[src/rtl/uart_rx_fifo_ctrl.sv]
// uart_rx_fifo_ctrl: drains bytes from the UART receiver into a small show-ahead FIFO,
// acknowledges each byte back to the receiver and throttles RTS on the fill level.
module uart_rx_fifo_ctrl #(
  parameter int PAYLOAD_BITS  = 8,
  parameter int DEPTH         = 4,
  parameter int RTS_THRESHOLD = DEPTH - 1
) (
  input  logic                    clk,
  input  logic                    reset,
  input  logic                    rx_valid,
  input  logic [PAYLOAD_BITS-1:0] rx_data,
  output logic                    rx_read,
  input  logic                    rx_rts,
  output logic                    uart_rts,
  input  logic                    data_rd,
  output logic [PAYLOAD_BITS-1:0] data_out,
  output logic                    data_avail,
  output logic [$clog2(DEPTH):0]  level,
  output logic                    overrun,
  input  logic                    overrun_clr,
  input  logic                    flush
);

  localparam int AW = $clog2(DEPTH);
  localparam int LW = AW + 1;
  localparam logic [LW-1:0] LVL_FULL = LW'(DEPTH);
  localparam logic [LW-1:0] LVL_RTS  = LW'(RTS_THRESHOLD);
  localparam logic [LW-1:0] LVL_ONE  = LW'(1);
  localparam logic [LW-1:0] LVL_ZERO = LW'(0);
  localparam logic [AW-1:0] PTR_ONE  = AW'(1);
  localparam logic [AW-1:0] PTR_ZERO = AW'(0);

  typedef enum logic [1:0] {
    ST_IDLE  = 2'd0,
    ST_ACK   = 2'd1,
    ST_STALL = 2'd2
  } state_e;

  state_e                  state_q, state_d;
  logic                    rx_read_q, rx_read_d;
  logic                    overrun_q, overrun_d;
  logic                    uart_rts_q, uart_rts_d;
  logic                    data_avail_q, data_avail_d;
  logic [AW-1:0]           wr_ptr_q, wr_ptr_d;
  logic [AW-1:0]           rd_ptr_q, rd_ptr_d;
  logic [LW-1:0]           level_q, level_d;
  logic [PAYLOAD_BITS-1:0] mem_q [DEPTH];

  logic full_s;
  logic push_s;
  logic pop_s;
  logic mem_we_s;
  logic ovr_set_s;

  // Receiver handshake: capture, acknowledge, or wait for room when full.
  always_comb begin
    full_s    = (level_q == LVL_FULL);
    pop_s     = data_rd && (level_q != LVL_ZERO);
    push_s    = 1'b0;
    ovr_set_s = 1'b0;
    state_d   = state_q;
    case (state_q)
      ST_IDLE: begin
        if (rx_valid && !full_s) begin
          push_s  = 1'b1;
          state_d = ST_ACK;
        end else if (rx_valid) begin
          ovr_set_s = 1'b1;
          state_d   = ST_STALL;
        end else begin
          state_d = ST_IDLE;
        end
      end
      ST_ACK: begin
        state_d = ST_IDLE;
      end
      ST_STALL: begin
        if (!full_s) begin
          push_s  = 1'b1;
          state_d = ST_ACK;
        end else begin
          state_d = ST_STALL;
        end
      end
      default: begin
        state_d = ST_IDLE;
      end
    endcase
    rx_read_d = (state_d == ST_ACK);
    // A new stall outranks a simultaneous clear so the event is never lost.
    if (ovr_set_s) begin
      overrun_d = 1'b1;
    end else if (overrun_clr) begin
      overrun_d = 1'b0;
    end else begin
      overrun_d = overrun_q;
    end
  end

  // Pointer and level bookkeeping; flush overrides any push or pop.
  always_comb begin
    mem_we_s = push_s && !flush;
    wr_ptr_d = wr_ptr_q;
    rd_ptr_d = rd_ptr_q;
    level_d  = level_q;
    if (flush) begin
      wr_ptr_d = PTR_ZERO;
      rd_ptr_d = PTR_ZERO;
      level_d  = LVL_ZERO;
    end else begin
      if (push_s) begin
        wr_ptr_d = wr_ptr_q + PTR_ONE;
      end else begin
        wr_ptr_d = wr_ptr_q;
      end
      if (pop_s) begin
        rd_ptr_d = rd_ptr_q + PTR_ONE;
      end else begin
        rd_ptr_d = rd_ptr_q;
      end
      if (push_s && !pop_s) begin
        level_d = level_q + LVL_ONE;
      end else if (pop_s && !push_s) begin
        level_d = level_q - LVL_ONE;
      end else begin
        level_d = level_q;
      end
    end
    uart_rts_d   = rx_rts || (level_d >= LVL_RTS);
    data_avail_d = (level_d != LVL_ZERO);
  end

  // Handshake state and its registered outputs.
  always_ff @(posedge clk or posedge reset) begin
    if (reset) begin
      state_q   <= ST_IDLE;
      rx_read_q <= 1'b0;
      overrun_q <= 1'b0;
    end else begin
      state_q   <= state_d;
      rx_read_q <= rx_read_d;
      overrun_q <= overrun_d;
    end
  end

  // FIFO control registers and flow-control output.
  always_ff @(posedge clk or posedge reset) begin
    if (reset) begin
      wr_ptr_q     <= PTR_ZERO;
      rd_ptr_q     <= PTR_ZERO;
      level_q      <= LVL_ZERO;
      uart_rts_q   <= 1'b1;
      data_avail_q <= 1'b0;
    end else begin
      wr_ptr_q     <= wr_ptr_d;
      rd_ptr_q     <= rd_ptr_d;
      level_q      <= level_d;
      uart_rts_q   <= uart_rts_d;
      data_avail_q <= data_avail_d;
    end
  end

  // Byte storage; a byte captured during a flush is acknowledged but dropped.
  always_ff @(posedge clk or posedge reset) begin
    if (reset) begin
      for (int i = 0; i < DEPTH; i++) begin
        mem_q[i] <= {PAYLOAD_BITS{1'b0}};
      end
    end else if (mem_we_s) begin
      mem_q[wr_ptr_q] <= rx_data;
    end
  end

  assign rx_read    = rx_read_q;
  assign overrun    = overrun_q;
  assign uart_rts   = uart_rts_q;
  assign data_avail = data_avail_q;
  assign level      = level_q;
  assign data_out   = mem_q[rd_ptr_q];

endmodule

[config.mk]
export PLATFORM = sky130hd
export DESIGN_NAME = uart_rx_fifo_ctrl
export DESIGN_NICKNAME = d
export VERILOG_FILES = /design/src/rtl/uart_rx_fifo_ctrl.sv
export SDC_FILE = /design/constraint.sdc
export NUM_CORES = 1
export LEC_CHECK = 0
export ABC_AREA = 0
export CAP_MARGIN = 20
export CORE_MARGIN = 10
export CORE_UTILIZATION = 45
export CTS_BUF_LIST = sky130_fd_sc_hd__clkbuf_4 sky130_fd_sc_hd__clkbuf_8
export CTS_CLUSTER_SIZE = 12
export DETAILED_ROUTE_END_ITERATION = 8
export PLACE_DENSITY = 0.77
export SYNTH_ARGS = -nofsm -noshare
export SYNTH_HDL_FRONTEND = slang
export SYNTH_SLANG_ARGS = --single-unit
[constraint.sdc]
create_clock -name clk -period 2.55 [get_ports clk]
set_input_delay 0.51 -clock clk [delete_from_list [all_inputs] [get_ports clk]]
set_output_delay 0.51 -clock clk [all_outputs]
set_load 0.02 [all_outputs]
## Word-level counts from Yosys, hierarchy flattened

Index checks and enable logic that the tools add are counted.

| storage, ports and cells | value |
|---|---|
| output and inout port bits | 15 |
| input bits | 15 |
| bits in registers | 45 |
| word-level logic and storage cells | 67 |

| cells by class | value |
|---|---|
| $add $sub $neg | 4 |
| reduce and logical (&&, ||, !) cells | 17 |
| bitwise operators | 2 |
| $lt $le $gt $ge | 4 |
| eq/ne operators | 3 |
| mux-type cells | 25 |

Operators by type and width:

| kind | number |
|---|---|
| 32-bit bitwise mux | 1 |
| 8-bit 2-to-1 mux | 3 |
| 8-bit binary-select mux with 2-bit select | 1 |
| 8-bit demux with 2-bit select | 1 |
| 2-bit 2-to-1 mux | 7 |
| 3-bit 2-to-1 mux | 3 |
| 1-bit 2-to-1 mux | 7 |
| 3-bit greater-or-equal comparator (second input constant) | 2 |
| 1-bit logical AND | 6 |
| 2-bit NOT with 3-bit output | 2 |
| 2-bit nonzero test | 3 |
| 3-bit nonzero test | 2 |
| 2-bit by 1-bit adder with 2-bit output (second input constant) | 2 |
| 1-bit logical NOT | 4 |
| 2-bit one-hot mux with 2 select lines | 1 |
| 3-bit by 1-bit adder with 3-bit output (second input constant) | 1 |
| 3-bit equality test (second input constant) | 1 |
| 3-bit by 2-bit greater-or-equal comparator with 1-bit output (second input constant) | 1 |
| 3-bit by 1-bit less-than comparator with 1-bit output (second input constant) | 1 |
| 3-bit by 1-bit subtractor with 3-bit output (second input constant) | 1 |
| 2-bit by 1-bit equality test with 1-bit output (second input constant) | 1 |
| 2-bit equality test (second input constant) | 1 |
| 2-bit logical NOT | 1 |
| 1-bit one-hot mux with 2 select lines | 1 |
| 1-bit logical OR | 1 |

## Longest topological paths before layout

Gate-level depths: netlist of the first run.

| depth | value |
|---|---|
| depth in word-level cells | 12 |
| mapped depth | 8 |
| gate-level depth less buffers | 8 |

## Worst setup path before layout of the first run

No wires, ideal clock.

| timing path | value |
|---|---|
| path kind | register to register |
| start point | register level_q[1], in the netlist level[1] |
| end point | register mem_q[0] (netlist name) |
| cell stages (with the launch flop) | 9 |
| arrival | 1.860 ns |
| required time | 2.425 ns |
| setup slack | 0.565 ns |
| clock period less this slack | 1.985 ns |
| setup time | 0.125 ns |
| cells stage by stage | dfrtp_1 -> inv_1 -> ha_1 -> a2bb2oi_2 -> nand2_4 -> inv_4 -> and3_1 -> buf_2 -> mux2_2 |

| on the way | value |
|---|---|
| longest elaborated chain between the ends | 6 |
| elaborated cells on any way between the ends | 7 |

RTL lines:

| what | line | text |
|---|---|---|
| start, declared | 46 | `logic [LW-1:0] level_q, level_d;` |
| start signal, assigned | 157 | `level_q <= level_d;` |
| 3-bit equality test (*) | 57 | `full_s = (level_q == LVL_FULL);` |
| 1-bit logical NOT | -- |  |
| 1-bit logical AND | 64 | `if (rx_valid && !full_s) begin` |
| 1-bit 2-to-1 mux | 64 |  |
| 1-bit one-hot mux with 2 select lines (*) | 62 | `case (state_q)` |
| via push_s | 50 | `logic push_s;` |
| 1-bit logical AND (*) | 102 | `mem_we_s = push_s && !flush;` |
| end signal, assigned by index | 167 | `mem_q[i] <= {PAYLOAD_BITS{1'b0}};` |
| end signal, assigned by index | 170 | `mem_q[wr_ptr_q] <= rx_data;` |
| end, declared | 47 | `logic [PAYLOAD_BITS-1:0] mem_q [DEPTH];` |

Mark *: on every way through the listed nets, which the timed path passes. The rest lies on a longest branch.
A chain may end at the register's enable or synchronous reset.

## Worst setup path after layout of the first run

| timing path | value |
|---|---|
| start point | register rd_ptr_q[0] |
| end point | output port data_out[5] |

| on the way | value |
|---|---|
| longest elaborated chain between the ends | 4 |

RTL lines:

| what | line | text |
|---|---|---|
| start, declared | 45 | `logic [AW-1:0] rd_ptr_q, rd_ptr_d;` |
| start signal, assigned | 156 | `rd_ptr_q <= rd_ptr_d;` |
| 2-bit NOT with 3-bit output (implied by the code) | 179 | `assign data_out = mem_q[rd_ptr_q];` |
| 8-bit binary-select mux with 2-bit select | 179 |  |
| 8-bit 2-to-1 mux (implied by the code) (2 in a row) | 179 |  |
| end, declared | 16 | `output logic [PAYLOAD_BITS-1:0] data_out,` |

No other way between the ends. The select of a mux whose other input is x is not followed.

==> results of run 1 <==
-- cell usage in the layout (no fill, tap or decap), drive strengths merged, types with 3 or more instances in the layout --
cell,Yosys,layout
dfrtp,44,44
mux2,32,32
clkdlybuf4s50,0,29
inv,16,16
mux4,8,8
ha,7,7
buf,5,7
nor2,6,6
nand2,6,6
clkbuf,1,6
and3,4,4
o211ai,3,3
-- power by group through the flow --
stage	Clock (uW)	Sequential, uW	Combinational [uW]
2_1_floorplan	0	1130	778
3_3_place_gp	0	1120	1200
3_5_place_dp	0	1140	1250
4_1_cts	439	1130	1260
5_1_grt	468	1160	1330
6_report	423	1120	1230
-- worst max-delay path, stage by stage (launching register included) --
cell and delay [ns]:
dfrtp_1 0.36, buf_4 0.18, mux4_2 0.51, clkdlybuf4s50_1 0.56
-- sequential cells by signal (all words and copies together), names as in the netlist --
signal and cells:
wr_ptr_q 2, uart_rts 1, state_q 2, level 3
rx_read 1, mem_q 32, overrun 1, rd_ptr_q 2
data_avail 1
-- final cells by class --
| cell class | instances | share of cell area |
|---|---|---|
| multi-input combinational | 84 | 0.3437 |
| sequential | 45 | 0.4361 |
| clock buffer | 6 | 0.02953 |
| tap | 52 | 0.02517 |
| inverter | 16 | 0.02420 |
| timing repair buffer | 36 | 0.1375 |
| clock inverter | 2 | 0.003872 |
-- kinds of logic after synthesis --
| family | share of synthesized area |
|---|---|
| compound gates | 0.03444 |
| buf+inv | 0.04335 |
| xor+xnor | 0.02316 |
| flops | 0.5350 |
| mux | 0.2631 |
| fa+ha+maj | 0.04632 |
| simple gates | 0.05463 |
-- metal layers --
layer / up-vias / share of wire / wire length (um) / global-route usage
li1: 601 / - / - / -
met1: 645 / 0.41 / 1751 / 0.1418
met2: 34 / 0.51 / 2168 / 0.2063
met3: 9 / 0.070 / 298 / 0.04963
met4: 0 / 0.016 / 67 / 0.04112
met5: - / 0 / 0 / 0
-- synthesized netlist by cell type, types with 2 or more instances --
cell / instances / area [um2]
mux4_2: 8 / 180.2
and3_1: 4 / 25.02
o211ai_1: 3 / 22.52
xnor2_1: 2 / 17.52
nor2_1: 6 / 22.52
ha_1: 7 / 87.58
mux2_2: 32 / 360.4
buf_2: 5 / 25.02
nand3_1: 2 / 10.01
nor2b_1: 2 / 12.51
inv_1: 15 / 56.30
dfrtp_1: 44 / 1101
nand2_1: 5 / 18.77
a21oi_1: 2 / 10.01
-- worst paths after layout --
| path | endpoint | slack, ns | startpoint | depth (start not counted) |
|---|---|---|---|---|
| worst max register to register | mem_q[25]$_DFFE_PP0P_ | 0.40 | level[1]$_DFF_PP0_ | 7 |
| min in group asynchronous | state_q[1]$_DFF_PP0_ | 0.58 | reset | 2 |
| worst max-delay path | data_out[5] | 0.14 | rd_ptr_q[0]$_DFFE_PP0P_ | 3 |
| max in group asynchronous | mem_q[2]$_DFFE_PP0P_ | 1.41 | reset | 3 |
| worst min register to register | state_q[1]$_DFF_PP0_ | 0.48 | state_q[0]$_DFF_PP0_ | 1 |
| worst min-delay path | state_q[1]$_DFF_PP0_ | 0.48 | state_q[0]$_DFF_PP0_ | 1 |
-- per-stage QoR --
| step | util | hold WS [ns] |
|---|---|---|
| 2_1_floorplan | - | 0.4241 |
| 6_report | 0.5816 | 0.4843 |
| 3_3_place_gp | 0.5622 | 0.4666 |
| 5_1_grt | 0.5816 | 0.4986 |
| 4_1_cts | 0.5816 | 0.4843 |
| 3_5_place_dp | 0.5622 | 0.4651 |
==> run_results.csv, run 1 <==
group,metric,value,unit
timing,max-slew-margin-rel,0.6152,
drt,vias,1289,
floorplanning,io_pins,30,
floorplanning,core,4444,um2
synth,avgSynthCellArea,13.95,um2
drt,drtPass1Iterations,4,
clock_tree,cts_tree,"yes",
timing,rsz0062_at_grt,"no",
synth,yosys_register_bits,45,
placed_design,io_buffers,29,
clock_tree,cts_setup_buffers,0,
run,cap_viol_max_count,0,
timing,setup_tns,0,ns
worst_setup_path,cp.arrival,1.90,ns
power_and_ir_drop,switching_power,927.1,uW
power_and_ir_drop,p_leak,0.001194,uW
drt,via_per_inst,5.349,
power_and_ir_drop,vdd_drop_max,587.7,uV
worst_setup_path,crit_fanout,5,
grt,grt_pass1_wl,7424,um
grt,grt_max_degree,33,
final_layout,nNetsFinal,210,
timing,period_share,0.9438,
floorplanning,die_area,7819,um2
drt,wl,4286,um
timing,hold_viol,0,
timing,final_max_slew_viol_count,0,
grt,grtUsageTotal,0.1237,
timing,max_freq,0.4155,GHz
drt,drc,0,
power_and_ir_drop,p_clk_frac,0.152,
synth,postSynthCellCount,151,
clock_tree,insertion_delay,0.29,ns
placed_design,hpwl,3222,um
final_layout,final_area,2585,um2
drt,wl_per_cell,17.78,um
clock_tree,cts_buffer_depth,2,
placed_design,placed_area,2499,um2
floorplanning,dieHeight,88.43,um
final_layout,drive_gt1_frac,0.3228,
final_layout,multiInputGateArea,888.4,um2
power_and_ir_drop,finalPower,2782,uW
clock_tree,root_buffer,"clkbuf_8",
final_layout,diodes,0,
synth,netlist_area,2107,um2
timing,worstMarginPinSlew,0.5766,ns
worst_hold_path,hp-class,"reg -> reg",
power_and_ir_drop,p_sw_frac,0.3332,
final_layout,syn_to_final_growth,22.68,%
synth,yosysWarnings,0,
timing,fin_crit,2.407,ns
drt,drt_iter0_drc,65,
power_and_ir_drop,power_frac_comb,0.444,
floorplanning,start_util,0.4741,
final_layout,instances_no_fill,241,
worst_setup_path,critPathCaptureType,"output pin",
synth,synth_nets,173,
timing,setup_violations,0,
synth,yosysUniqueCellTypes,28,
clock_tree,clk_pin_slew,0.08,ns
power_and_ir_drop,power.density,1076,nW/um2
power_and_ir_drop,p_int,1855,uW
placed_design,place_congestion,0.8994,
synth,async_flop_share,1.000,
placed_design,pre_cts_slack,0.08952,ns
timing,worst_slack,0.1432,ns
synth,seq_area_frac_synth,0.5350,
final_layout,nFillCells,366,
grt,grt_pass1_vias,1466,
outcome,outcome,"finished, final reports clean",
clock_tree,clock-sinks,45,
clock_tree,htreeDepth,2,
grt,grt_overflow,0,
synth,ys.flop_type,"dfrtp_1",
clock_tree,cts_buffers,5,
synth,synth_edf_count,0,
drt,ant_nets,0,
timing,fin_skew,0.003933,ns
worst_setup_path,worstPathRequired,2.04,ns
worst_setup_path,worstSetupStartpointType,"register",
floorplanning,fp-row-count,24,
floorplanning,die_w,88.43,um
placed_design,place_inst,233,
power_and_ir_drop,seq_power_share,0.404,
grt,antenna_found_initial,0,
clock_tree,cts_hold_buf,0,
worst_setup_path,path_class,"reg -> out",
final_layout,seq_area,1127,um2
clock_tree,ctsResizeCount,0,
(Power assumes the default switching activity.)
==> run 2: changes to the inputs <==
Settings changed: CTS_CLUSTER_DIAMETER set to 100, PLACE_DENSITY 0.77 to 0.68.
==> run 2 against run 1 <==
Flip-flop and latch count did not move. First-iteration DRC count is 68% lower. Sequential power about the same. Critical path type unchanged. Non-clock buffer count increased by 2. Die area stayed put. Largest cell class unchanged. Critical path depth unchanged. Register-to-register slack worse by 0.03 ns. Global-route usage shrank 1.4 points. Fmax fell by 2.3%. Clock skew grew 0.0087 ns.
==> run_results.csv, run 2 (synthesis results as in run 1) <==
group,metric,value,unit
grt,grt_pass1_vias,1367,
worst_setup_path,crit_chain,"buf_4, mux4_2, clkdlybuf4s50_1",
power_and_ir_drop,p_leak,0.001217,uW
final_layout,drive_gt1_frac,0.3298,
drt,drt_iter0_drc,21,
floorplanning,dieHeight,88.43,um
floorplanning,start_util,0.4741,
drt,ant_nets,0,
timing,period_share,0.9663,
grt,grt_max_degree,46,
drt,drtPass1Iterations,3,
timing,setup_violations,0,
timing,fin_skew,0.01267,ns
drt,wl,3937,um
final_layout,final_area,2619,um2
placed_design,hpwl,3015,um
grt,grt_pass1_wl,6672,um
drt,wl_per_cell,16.20,um
timing,final_max_slew_viol_count,0,
grt,antenna_found_initial,0,
worst_setup_path,path_buf_inv,2,
timing,worstMarginPinSlew,0.5469,ns
floorplanning,die_area,7819,um2
timing,setup_tns,0,ns
final_layout,syn_to_final_growth,24.29,%
worst_setup_path,cp.arrival,1.95,ns
timing,max_freq,0.4058,GHz
final_layout,largest_reg_flops,32,
timing,hold_viol,0,
outcome,outcome,"finished, final reports clean",
worst_setup_path,slowest_stage,"clkdlybuf4s50_1",
timing,fin_crit,2.464,ns
drt,vias,1286,
floorplanning,io_pins,30,
final_layout,largest-register,"mem_q",
worst_setup_path,worstPathRequired,2.04,ns
power_and_ir_drop,vdd_drop_max,403.7,uV
final_layout,final_cell_mix,"dfrtp_1, mux2_2, clkdlybuf4s50_1",
clock_tree,cts_buffers,5,
worst_hold_path,hp-class,"reg -> reg",
timing,max-slew-margin-rel,0.6354,
clock_tree,root_buffer,"clkbuf_8",
clock_tree,htreeDepth,2,
worst_setup_path,path_class,"reg -> out",
clock_tree,clock-sinks,45,
timing,rsz0062_at_grt,"no",
clock_tree,clk_pin_slew,0.08,ns
floorplanning,fp-row-count,24,
clock_tree,cts_buffer_depth,2,
drt,via_per_inst,5.292,
grt,grt_overflow,0,
placed_design,io_buffers,29,
worst_setup_path,max_stage_delay,0.55,ns
worst_setup_path,worstSetupStartpointType,"register",
floorplanning,die_w,88.43,um
worst_setup_path,crit_fanout,9,
clock_tree,cts_tree,"yes",
drt,drc,0,
placed_design,placed_area,2501,um2
worst_setup_path,path_delay_family,"buffers and inverters",
final_layout,final_common_cell,"dfrtp_1",
worst_setup_path,critPathCaptureType,"output pin",
final_layout,diodes,0,
run,cap_viol_max_count,0,
final_layout,nNetsFinal,212,
grt,grtUsageTotal,0.1100,
placed_design,place_congestion,0.7541,
clock_tree,insertion_delay,0.30,ns
power_and_ir_drop,power.density,1085,nW/um2
floorplanning,core,4444,um2
clock_tree,cts_hold_buf,0,
final_layout,nFillCells,359,
## run 2: cell count changes in the layout (fill, tap and decap cells not counted)
cell             previous run  this run
clkinv_4                    0         1
buf_4                       6         9
clkdlybuf4s50_1            29        28
bufinv_16                   0         1
clkinvlp_4                  0         1
dlymetal6s2s_1              0         1
buf_12                      1         0
clkinv_2                    2         0
clkbuf_4                    1         0
## run 2: per-stage QoR
step	std cells	total power [uW]	utilization	hold slack, ns	setup WS [ns]
detailed placement	235	2351	0.5628	0.4656	0.08472
CTS	243	2896	0.5887	0.4701	0.03379
global placement	235	2312	0.5628	0.4459	0.1977
finish	243	2842	0.5892	0.4646	0.08598
global route	243	3021	0.5892	0.5057	0.008638
floorplan	151	1903	-	0.4241	0.5648
## run 2: area by class of cell
class | instances | area [um2] | area share
multi-input combinational | 84 | 888.4 | 0.3392
clock buffer | 5 | 68.82 | 0.02628
inverter | 16 | 62.56 | 0.02389
tap | 52 | 65.06 | 0.02484
timing repair buffer | 38 | 360.3 | 0.1376
sequential | 45 | 1127 | 0.4305
clock inverter | 3 | 46.29 | 0.01768
## run 2: routing by layer
| metal | vias to the layer above | track usage | part of all wire |
|---|---|---|---|
| met1 | 657 | 0.1284 | 0.43 |
| met4 | 0 | 0.03818 | 0.0086 |
| met2 | 19 | 0.1795 | 0.51 |
| met3 | 4 | 0.04504 | 0.055 |
| met5 | - | 0 | 0 |
| li1 | 606 | - | - |
## run 2: power by group
part	switching [uW]	total [uW]	leakage (uW)	internal, uW
clock	237	530	0.0000543	293
combinational	521	1190	0.000584	671
sequential	149	1120	0.000579	971
total	908	2840	0.00122	1930
## run 2: path summary, 6_finish.rpt
path	to	slack, ns	cells after the start	start
min	state_q[1]$_DFF_PP0_	0.46	1	state_q[0]$_DFF_PP0_
min reg2reg	state_q[1]$_DFF_PP0_	0.46	1	state_q[0]$_DFF_PP0_
max reg2reg	mem_q[26]$_DFFE_PP0P_	0.37	7	level[1]$_DFF_PP0_
max	data_out[2]	0.09	3	rd_ptr_q[0]$_DFFE_PP0P_
max in group asynchronous	uart_rts$_DFF_PP1_	1.51	3	reset
min in group asynchronous	mem_q[30]$_DFFE_PP0P_	0.65	3	reset
## run 2: what timing repair did
item / in CTS / in global routing
setup endpoints to repair: 0 / 1
resized for setup: 0 / 1
setup buffers: 0 / 0
==> run 3: changes to the inputs <==
Settings changed: SLEW_MARGIN set to 20.
==> results of run 3 <==
Same layout as run 2: the final DEF is identical, and so are final timing and power.
